**src/rtl/clock_period_meter.sv**
```systemverilog
// clock_period_meter
// Samples a slow divided clock in the clock_in domain, times the interval
// between its edges and reports lock / out-of-range / loss-of-clock status.

module clock_period_meter #(
    parameter int CNT_WIDTH     = 14,
    parameter int EXPECTED_HALF = 4095,
    parameter int TOLERANCE     = 2,
    parameter int LOCK_COUNT    = 4,
    parameter int TIMEOUT       = 12285
) (
    input  logic                 clock_in,
    input  logic                 reset,
    input  logic                 sig_in,
    output logic                 edge_pulse,
    output logic [CNT_WIDTH-1:0] half_period,
    output logic                 meas_valid,
    output logic                 in_range,
    output logic                 locked,
    output logic                 lost
);

    typedef enum logic [1:0] {
        ST_IDLE,
        ST_MEASURE,
        ST_LOCKED,
        ST_LOST
    } state_t;

    localparam int GC_W = $clog2(LOCK_COUNT + 1);
    localparam int CW2  = CNT_WIDTH + 2;

    localparam logic [CNT_WIDTH-1:0] CNT_MAX   = '1;
    localparam logic [CNT_WIDTH-1:0] TIMEOUT_C = CNT_WIDTH'(TIMEOUT);
    localparam logic [GC_W-1:0]      LOCK_C    = GC_W'(LOCK_COUNT);
    localparam logic [CW2-1:0]       EXP_W     = CW2'(EXPECTED_HALF);
    localparam logic [CW2-1:0]       TOL_W     = CW2'(TOLERANCE);

    logic                 s1, s2, s3;
    logic                 edge_det;
    logic [CNT_WIDTH-1:0] cnt;
    logic [CNT_WIDTH-1:0] meas;
    logic [CW2-1:0]       meas_w;
    logic                 meas_in_range;
    logic [GC_W-1:0]      good_count;
    logic [GC_W-1:0]      gc_inc;
    logic                 measuring;
    logic                 timeout_hit;
    state_t               state;
    state_t               state_next;

    // Edge seen between the 2nd and 3rd synchronizer stages
    assign edge_det = s2 ^ s3;

    // Interval to the current edge is the saturating successor of cnt
    assign meas   = (cnt == CNT_MAX) ? CNT_MAX : cnt + 1'b1;
    assign meas_w = CW2'(meas);

    // Window check done in a widened domain so EXPECTED_HALF-TOLERANCE cannot underflow
    assign meas_in_range = (meas_w + TOL_W >= EXP_W) && (meas_w <= EXP_W + TOL_W);

    assign gc_inc      = good_count + 1'b1;
    assign measuring   = (state == ST_MEASURE) || (state == ST_LOCKED);
    assign timeout_hit = measuring && (meas >= TIMEOUT_C);

    // Three-flop synchronizer and registered edge pulse
    always_ff @(posedge clock_in or posedge reset) begin
        if (reset) begin
            s1         <= 1'b0;
            s2         <= 1'b0;
            s3         <= 1'b0;
            edge_pulse <= 1'b0;
        end else begin
            s1         <= sig_in;
            s2         <= s1;
            s3         <= s2;
            edge_pulse <= edge_det;
        end
    end

    // Saturating cycle counter, restarted by every detected edge
    always_ff @(posedge clock_in or posedge reset) begin
        if (reset) begin
            cnt <= '0;
        end else if (edge_det) begin
            cnt <= '0;
        end else begin
            cnt <= meas;
        end
    end

    // Measurement capture: only edges that close a valid interval update the result
    always_ff @(posedge clock_in or posedge reset) begin
        if (reset) begin
            half_period <= '0;
            meas_valid  <= 1'b0;
            in_range    <= 1'b0;
        end else begin
            meas_valid <= edge_det && measuring;
            if (edge_det && measuring) begin
                half_period <= meas;
                in_range    <= meas_in_range;
            end
        end
    end

    // Run length of consecutive in-range measurements
    always_ff @(posedge clock_in or posedge reset) begin
        if (reset) begin
            good_count <= '0;
        end else if (edge_det) begin
            if (measuring && meas_in_range) begin
                if (good_count < LOCK_C) begin
                    good_count <= gc_inc;
                end
            end else begin
                good_count <= '0;
            end
        end
    end

    // State register
    always_ff @(posedge clock_in or posedge reset) begin
        if (reset) begin
            state <= ST_IDLE;
        end else begin
            state <= state_next;
        end
    end

    // Next-state logic: an edge in the timeout cycle takes priority over the timeout
    always_comb begin
        state_next = state;
        case (state)
            ST_IDLE: begin
                if (edge_det) begin
                    state_next = ST_MEASURE;
                end
            end
            ST_MEASURE: begin
                if (edge_det) begin
                    if (meas_in_range && (gc_inc >= LOCK_C)) begin
                        state_next = ST_LOCKED;
                    end
                end else if (timeout_hit) begin
                    state_next = ST_LOST;
                end
            end
            ST_LOCKED: begin
                if (edge_det) begin
                    if (!meas_in_range) begin
                        state_next = ST_MEASURE;
                    end
                end else if (timeout_hit) begin
                    state_next = ST_LOST;
                end
            end
            ST_LOST: begin
                if (edge_det) begin
                    state_next = ST_MEASURE;
                end
            end
            default: state_next = ST_IDLE;
        endcase
    end

    // Status outputs decoded from the registered state
    always_comb begin
        locked = (state == ST_LOCKED);
        lost   = (state == ST_LOST);
    end

endmodule

```
**config.mk**
```make
export PLATFORM = sky130hd
export DESIGN_NAME = clock_period_meter
export DESIGN_NICKNAME = d
export VERILOG_FILES = /design/src/rtl/clock_period_meter.sv
export SDC_FILE = /design/constraint.sdc
export NUM_CORES = 1
export LEC_CHECK = 0
export CORE_ASPECT_RATIO = 1.2
export CORE_MARGIN = 4
export CORE_UTILIZATION = 40
export CTS_CLUSTER_DIAMETER = 40
export CTS_CLUSTER_SIZE = 24
export DETAILED_ROUTE_END_ITERATION = 12
export GPL_ROUTABILITY_DRIVEN = 0
export GPL_TIMING_DRIVEN = 0
export SYNTH_ARGS = -nofsm -noshare
export SYNTH_HDL_FRONTEND = slang
export SYNTH_SLANG_ARGS = --single-unit
```
**constraint.sdc**
```tcl
create_clock -name clock_in -period 9.4 [get_ports clock_in]
set_clock_uncertainty 0.05 [all_clocks]
set_input_delay 0.94 -clock clock_in [delete_from_list [all_inputs] [get_ports clock_in]]
set_output_delay 0.94 -clock clock_in [all_outputs]
set_load 0.01 [all_outputs]
```
==> reports/summary.txt <==
IO buf count -> 21
Comb pwr share -> 34.9%
Clk Latency, worst-skew pair -> 0.29 ns
Hold EP -> s2
Placed Instances -> 387
Initial antenna violation count -> 0
Post-CTS setup buffers -> 0
Core area -> 6130 µm²
Cell internal pwr -> 0.305 mW
Worst path bufs/invs -> 1
Hold Buf Count CTS -> 0
Synth Warn # -> 0
Worst path cell trace -> ha_1, nand3_2, buf_2, nor4_4, nor2_1, ha_1, nor2_1, o21bai_1, a2111oi_1, o211ai_2, a2111oi_4, o21ai_2, o21a_1, a21oi_2, mux2_4
DRC viols -> 0
Worst setup path startpoint -> cnt[0]
CTS Sinks -> 39
H-tree depth -> 2
Via Count -> 2,147
Layout cell share with drive strength beyond 1 -> 12.1%
Overall routing resource usage -> 18.0%
Syn Area/Cell -> 8.97 µm²
Final Slew Violations -> 0
Net load switching power -> 0.169 mW
Most common cell in the synthesized netlist -> dfrtp_1
Initial Util -> 41.6%
Switching share of power -> 35.6%
Final Util -> 48.1%
Setup CP Type -> flop to flop
Crit path arrival time -> 4.60 ns
Worst IR drop on VDD -> 0.149 mV
Layout Cells excl Fill -> 395
Place WS -> 4.97 ns
Area of the die -> 7720 µm²
Beginning of the worst hold path -> s1
Hold Path Cell Cnt -> 0
Post-Syn Area -> 2550 µm²
Top cells by count, synth -> 39 x dfrtp_1, 31 x nor2_1, 30 x nand2_1, 22 x o21ai_0, 15 x inv_1
Synth Net Count -> 295
Crit path max-delay family -> compound AO/OA/AOI/OAI gates
RSZ-0062 raised after global routing -> false
Area of the multi-input gates -> 1460 µm²
Initial DRC Count -> 126
Sequential share of power -> 42.4%
Hold Vio Cnt, Final -> 0
Deepest clock path buffer count -> 2
Critical Path Max Stage Delay -> 0.55 ns
Rel. slew slack -> 46.9%
Die H -> 95.4 µm
Crit end category -> flop
Post-DR vias/cell -> 5.44
Ranking of synthesized cells by area -> dfrtp_1 38%, nor2_1 4.6%, nand2_1 4.4%, o21ai_0 4.3%, ha_1 3.9%
Mapped Cells -> 284
Flops & latches, synth -> 39
GR Overflow Total -> 0
CP Data Required Time -> 9.53 ns
# diodes -> 0
CTS buffer count -> 5
Drt first pass iters -> 4
Pleak -> 1.27 nW
Post-synth top area share -> 38.3%
FP Rows -> 31
CTS tree -> yes
Crit path max fanout -> 10
Final min period -> 4.47 ns
PostCTS Resize Cnt -> 0
Reg-to-Reg End -> state[0]
RR Startpoint -> cnt[0]
Yosys cell types -> 65
Root Driver -> clkbuf_8
Worst r2r path cells -> 15
Final HPWL DP -> 4.58 mm
Io pins -> 22
Fillers -> 618
Minimum setup slack among reg-to-reg paths -> 4.93 ns
Seq/Total Area, Yosys -> 38.3%
Yosys top cell by area -> dfrtp_1
Startpoint Class -> flop
Register area -> 976 µm²
Tot Pwr -> 0.474 mW
Design area -> 2950 µm²
Synth-to-Final Area Change -> 15.6%
P per Cell Area -> 161 nW/µm²
Die W -> 80.9 µm
Final setup viols -> 0
Ys async rst share -> 100%
Worst slew pin tran -> 0.796 ns
Vias in the first global route -> 2,129
Layout Nets -> 323
Outcome -> completed
WL/cell -> 15.6 µm
DRT Wirelength -> 6.15 mm
Largest net degree at the start of global routing -> 40
Final Worst Setup Slack -> 4.93 ns
Sum Neg Setup Slack -> 0 ns
Clock Pin Slew Worst Setup and Hold Paths -> 0.08 ns
Worst min path class -> flop to flop
Post-route clock period utilization -> 47.5%
Max Cap Viol -> 0
Maximum operating frequency -> 224 MHz
Global-route wire length before repair -> 10.8 mm
Cell Area, Placed -> 2860 µm²
Hold Slack -> 0.308 ns
Number of synthesized flops with an enable pin -> 0
Slowest stage cell, crit path -> dfrtp_1
Top FF cell, synth -> dfrtp_1
Clock power frac -> 22.7%
ANT nets after route -> 0
[cell type report]
type / count / share of cell area [%]
well taps: 82 / 3.48
repair buffers: 21 / 7.14
plain buffers: 11 / 2.04
inverters: 15 / 1.91
clock buffers: 5 / 2.34
clock inverters: 3 / 0.510
multi-input cells: 219 / 49.4
flip-flops and latches: 39 / 33.1
[worst reg2reg max path: stages (launching register included)]
cell and delay, ns:
dfrtp_1 0.55, ha_1 0.38, nand3_2 0.13, buf_2 0.22, nor4_4 0.37, nor2_1 0.20
ha_1 0.33, nor2_1 0.09, o21bai_1 0.13, a2111oi_1 0.51, o211ai_2 0.17, a2111oi_4 0.39
o21ai_2 0.15, o21a_1 0.22, a21oi_2 0.16, mux2_4 0.31
[power groups by stage]
stage                     clock network [mW]  registers (mW)  logic, mW
after detailed placement                   0           0.204      0.165
final                                  0.108           0.201      0.166
after CTS                              0.111           0.201      0.166
after global placement                     0           0.204      0.165
after floorplan                            0           0.206      0.102
after global routing                   0.118           0.203      0.182
[registers in the layout, indices dropped and copies added (netlist names)]
signal,count
in_range,1
cnt,14
s1,1
half_period,14
s3,1
good_count,3
s2,1
state,2
edge_pulse,1
meas_valid,1
[layer usage]
layer	wire, µm	vias up	global-route usage (%)
li1	-	1078	-
met1	2910	1019	24.4
met2	2930	39	28.7
met3	163	11	2.17
met4	141	0	7.75
met5	0	-	0
[layout by cell type, fill, tap and decap left out, types with 3 or more instances in the layout]
master / count
dfrtp_1: 39
nor2_1: 31
nand2_1: 30
o21ai_0: 22
clkdlybuf4s50_1: 21
inv_1: 14
a21oi_1: 12
a31oi_1: 9
xnor2_1: 8
ha_1: 8
nand4_1: 6
and2_1: 6
nor3_1: 5
nand3_1: 5
mux2i_1: 5
xor2_1: 5
clkbuf_8: 5
clkbuf_1: 4
buf_4: 4
and4_1: 4
buf_2: 3
nand3b_1: 3
o31ai_1: 3
and3_1: 3
o21a_1: 3
clkinv_2: 3
[worst max-delay path by stage]
stage                           to  slack [ns]  cells after the start
after floorplan           state[0]        5.63                     15
after CTS                 state[0]        4.95                     15
after detailed placement  state[0]        4.97                     15
final                     state[0]        4.93                     15
after global routing      state[0]        4.55                     15
after global placement    state[0]        4.95                     15
[kinds of logic after synthesis]
group	count (synthesis)	share of synthesized area, %
AO/OA/AOI/OAI	74	19.8
XOR/XNOR	13	4.47
flip-flops	39	38.3
AND/OR/NAND/NOR	116	25.5
buffers and inverters	26	4.57
adder cells (fa/ha/maj)	9	4.32
multiplexers	7	2.99
(Power assumes the default switching activity.)
